## config.mk

```make
export PLATFORM = sky130hd
export DESIGN_NAME = pipe_hazard_ctrl
export DESIGN_NICKNAME = d
export VERILOG_FILES = /design/src/rtl/pipe_hazard_ctrl.sv
export SDC_FILE = /design/constraint.sdc
export NUM_CORES = 1
export LEC_CHECK = 0
export CAP_MARGIN = 10
export CORE_MARGIN = 1
export CORE_UTILIZATION = 60
export CTS_CLUSTER_DIAMETER = 80
export DETAILED_ROUTE_END_ITERATION = 8
export DONT_BUFFER_PORTS = 1
export GPL_TIMING_DRIVEN = 0
export PLACE_DENSITY_LB_ADDON = 0.1
export SYNTH_ARGS = -nofsm -noshare
export SYNTH_HDL_FRONTEND = slang
export SYNTH_SLANG_ARGS = --single-unit
export TNS_END_PERCENT = 50
```

## constraint.sdc

```tcl
create_clock -name clk -period 6.66 [get_ports clk]
set_input_delay 1.998 -clock clk [delete_from_list [all_inputs] [get_ports clk]]
set_output_delay 1.998 -clock clk [all_outputs]
set_load 0.005 [all_outputs]
```

## src/rtl/pipe_hazard_ctrl.sv

```systemverilog
// rtl/pipe_hazard_ctrl.sv - 5-stage pipeline stall/flush/slot-kill controller (optional PIPE_CTRL_PERF_EN counters)
module pipe_hazard_ctrl #(
  parameter int ADDR_W = 32,
  parameter int PERF_W = 32
) (
  input  logic              clk,
  input  logic              rst,
  input  logic              req_if,
  input  logic              req_id,
  input  logic              req_ex,
  input  logic              req_mem,
  input  logic              if_busy,
  input  logic              exc_req,
  input  logic [ADDR_W-1:0] exc_pc,
  input  logic              id_likely_nt,
  output logic [4:0]        stall,
  output logic [4:0]        flush,
  output logic              clrslot,
  output logic              redirect,
  output logic [ADDR_W-1:0] redirect_pc,
  output logic [PERF_W-1:0] perf_stall_cnt,
  output logic [PERF_W-1:0] perf_flush_cnt
);

  typedef enum logic {
    RUN      = 1'b0,
    EXC_WAIT = 1'b1
  } state_t;

  state_t            state;
  logic [ADDR_W-1:0] exc_pc_q;
  logic              slot_pend;
  logic              kill_want;

  assign kill_want = id_likely_nt | slot_pend;

  // Output decode: exception handling first, otherwise deepest stall requester sets the hold/bubble boundary
  always_comb begin
    stall       = 5'b00000;
    flush       = 5'b00000;
    clrslot     = 1'b0;
    redirect    = 1'b0;
    redirect_pc = '0;
    if (rst) begin
      stall = 5'b00000;
    end else if (state == EXC_WAIT) begin
      if (if_busy) begin
        stall = 5'b11111;
      end else begin
        flush       = 5'b11110;
        redirect    = 1'b1;
        redirect_pc = exc_pc_q;
      end
    end else if (exc_req) begin
      if (if_busy) begin
        stall = 5'b11111;
      end else begin
        flush       = 5'b11110;
        redirect    = 1'b1;
        redirect_pc = exc_pc;
      end
    end else begin
      if (req_mem) begin
        stall = 5'b01111;
        flush = 5'b10000;
      end else if (req_ex) begin
        stall = 5'b00111;
        flush = 5'b01000;
      end else if (req_id) begin
        stall = 5'b00011;
        flush = 5'b00100;
      end else if (req_if) begin
        stall = 5'b00001;
        flush = 5'b00010;
      end
      clrslot = kill_want & ~stall[1];
    end
  end

  // Exception deferral FSM plus the pending delay-slot kill
  always_ff @(posedge clk or posedge rst) begin
    if (rst) begin
      state     <= RUN;
      exc_pc_q  <= '0;
      slot_pend <= 1'b0;
    end else begin
      case (state)
        RUN: begin
          if (exc_req) begin
            // Either flushed now or flushed when the bus frees; the kill is moot either way
            slot_pend <= 1'b0;
            if (if_busy) begin
              exc_pc_q <= exc_pc;
              state    <= EXC_WAIT;
            end
          end else if (kill_want & stall[1]) begin
            slot_pend <= 1'b1;
          end else if (clrslot) begin
            slot_pend <= 1'b0;
          end
        end
        EXC_WAIT: begin
          if (!if_busy) begin
            slot_pend <= 1'b0;
            state     <= RUN;
          end
        end
        default: state <= RUN;
      endcase
    end
  end

`ifdef PIPE_CTRL_PERF_EN
  logic [PERF_W-1:0] stall_cnt_q;
  logic [PERF_W-1:0] flush_cnt_q;

  // Saturating event counters for front-end stall cycles and exception redirects
  always_ff @(posedge clk or posedge rst) begin
    if (rst) begin
      stall_cnt_q <= '0;
      flush_cnt_q <= '0;
    end else begin
      if (stall[0] && (stall_cnt_q != {PERF_W{1'b1}})) stall_cnt_q <= stall_cnt_q + 1'b1;
      if (redirect && (flush_cnt_q != {PERF_W{1'b1}})) flush_cnt_q <= flush_cnt_q + 1'b1;
    end
  end

  assign perf_stall_cnt = rst ? '0 : stall_cnt_q;
  assign perf_flush_cnt = rst ? '0 : flush_cnt_q;
`else
  assign perf_stall_cnt = '0;
  assign perf_flush_cnt = '0;
`endif

endmodule
```

==> summary.md <==
| Metric | Value |
|---|---|
| LEAKAGE | 1.47 nW |
| Vias | 1,656 |
| Routed len/inst | ~13 um |
| IO Count | 149 |
| Largest net degree at the start of global routing | 20 |
| Dominant cells by area after synthesis | dfrtp_1 36%, buf_4 21%, mux2_2 15% |
| First-pass GRT wire length | between 6 and 7 mm |
| Post-CTS Setup Bufs | 0 |
| Vias in the first global route | between 1,500 and 2,000 |
| Clock Path Buffers | 2 |
| Outcome | complete, no violations |
| Startpoint types | primary input |
| Syn avg cell area | just under 10 um2 |
| Global router's overall resource usage | 0.222 |
| CP arrival | 3.19 ns |
| Placer Congestion | 0.765 |
| Unrepaired setup endpoints after global routing | no |
| Area of the multi-input gates | 1190 um2 |
| Mapped cell area | 2390 um2 |
| Hold Crit Class | register to register |
| Seq/Total Area, Yosys | 0.355 |
| CTS Root Cell | clkbuf_8 |
| Vias/cell | about 4.6 |
| Hold Buf Count CTS | 0 |
| Pre-CTS worst setup slack | 1.43 ns |
| Core Footprint | about 3700 um2 |
| EDFF count, synth | 0 |
| # port buffers | 0 |
| Most common cell in the synthesized netlist | buf_4 |
| CTS tree | yes |
| Initial drt markers | 42 |
| Routed wire length | 4.65 mm |
| Register clock-pin slew on the reported worst setup and hold paths | 0.06 ns |
| Initial antenna violation count | 0 |
| Final setup viols | 0 |
| Placed insts | 355 |
| Total gr overflow | 0 |
| Row cnt | 22 |
| PD cells | 192 nW/um2 |
| Synth-to-Final Area Change | 16.9% |
| Post-Synthesis Cells | 242 |
| Area leader, netlist | dfrtp_1 |
| Peak Freq | 0.193 GHz |
| Dpl hpwl | 3.76 mm |
| Commonest cells in the netlist | 66 x buf_4, 37 x nor2_1, 34 x dfrtp_1, 32 x mux2_2, 27 x mux2i_1 |
| FILL cells | between 300 and 400 |
| Layout Nets | 355 |
| Worst Setup End Kind | output port |
| Starting Density | 0.640 |
| Clock Sinks | 34 |
| Ys async rst share | 1.00 |
| Core Util, Final | 0.748 |
| Final period utilization | 0.779 |
| Clk Latency, worst-skew pair | roughly 0.27 ns |
| DIE HEIGHT | 65.2 um |
| Dominant synthesized flop cell | dfrtp_1 |
| Final critical-path setup slack | roughly 1.5 ns |
| Reg area | between 800 and 900 um2 |
| # DRC | 0 |
| Max-cap violation count | 0 |
| Final worst path period need | between 5 and 6 ns |
| Post-CTS Resized | 0 |
| Num CTS Buffers | 5 |
| Yosys cell types | 25 |
| H-tree depth | 2 |
| Fin cells | 362 |
| Router iterations before antenna repair | 4 |
| Normalized max-slew margin | 0.520 |
| Die area | 4250 um2 |
| Fin Clk Skew | approximately 0.0064 ns |
| Hold Violations, Final | 0 |
| Post-route ant nets | 0 |
| Transition time at the pin with the least slew margin | 0.719 ns |
| Worst setup path class | primary input to output port |
| Die width | 65.2 um |
| Max-slew violation count | 0 |
| CP required | about 4.7 ns |
| Ant diodes | 0 |
| Max VDD drop | 0.163 mV |
| Synth warn | 0 |
| Synth Register Bits | 34 |
| Share of layout cells above drive strength 1 | 0.366 |
| Critical path peak fanout | 17 |
| Setup TNS | 0 ns |
| Synth top area share | 0.355 |
[critical path: stages]
cell,delay (ns)
buf_6,0.11
inv_1,0.53
o21ai_0,0.30
nor2_1,0.24
[cells by family (layout without fill, tap and decap cells)]
| group | count (synthesis) | in the layout | synth area share |
|---|---|---|---|
| flops | 34 | 34 | 0.355 |
| mux | 59 | 59 | 0.263 |
| other cells | 1 | 65 | 0.00157 |
| compound gates | 14 | 14 | 0.0366 |
| simple gates | 54 | 54 | 0.0967 |
| buf+inv | 80 | 88 | 0.247 |
[registers in the layout, indices dropped and copies added (netlist names)]
register	count
exc_pc_q	32
slot_pend	1
state	1
[final cells by class]
cell class,count,share of cell area
tap,48,0.0215
sequential,34,0.304
timing repair buffer,1,0.00983
buffer,77,0.207
multi-input combinational,192,0.426
inverter,3,0.00402
clock buffer,7,0.0273
[through the flow]
step                cell area, um2  power (mW)  hold slack [ns]
floorplan                     2640       0.382            0.479
global placement              2700       0.395            0.487
detailed placement            2720       0.403            0.493
CTS                           2800       0.541            0.507
global route                  2800       0.570            0.525
finish                        2800       0.538            0.505
[report_power, final]
group | total, mW | switching [mW] | internal, mW
logic | 0.138 | 0.0592 | 0.0790
registers | 0.262 | 0.0179 | 0.244
clock network | 0.137 | 0.0654 | 0.0719
total | 0.538 | 0.142 | 0.395
[per-layer routing]
layer,part of all wire,global-route usage,vias to the layer above
met1,0.33,0.224,746
met5,0,0,-
met3,0.12,0.0868,6
met2,0.53,0.397,87
li1,-,-,817
met4,0.014,0.106,0
[cell usage in the layout, fill, tap and decap left out, drive strengths merged]
master	instances
o21a	1
buf	76
or4	1
and2b	1
a22oi	5
mux2	32
nor2b	1
nand2	4
nor3	4
conb	65
or2	3
clkbuf	9
nand3	1
o21ai	3
nor4	1
a21oi	4
dfrtp	34
nor2	38
inv	3
a21o	1
mux2i	27
[path summary, 6_finish.rpt]
kind / startpoint / to / slack [ns] / depth (start not counted)
max: rst / stall[1] / 1.47 / 4
min: exc_pc_q[7] / exc_pc_q[7] / 0.51 / 1
max reg2reg: state / exc_pc_q[20] / 5.08 / 4
min reg2reg: exc_pc_q[7] / exc_pc_q[7] / 0.51 / 1
max in group asynchronous: rst / exc_pc_q[11] / 4.26 / 3
min in group asynchronous: rst / exc_pc_q[25] / 1.86 / 2
Power figures use the tool's default switching activity.
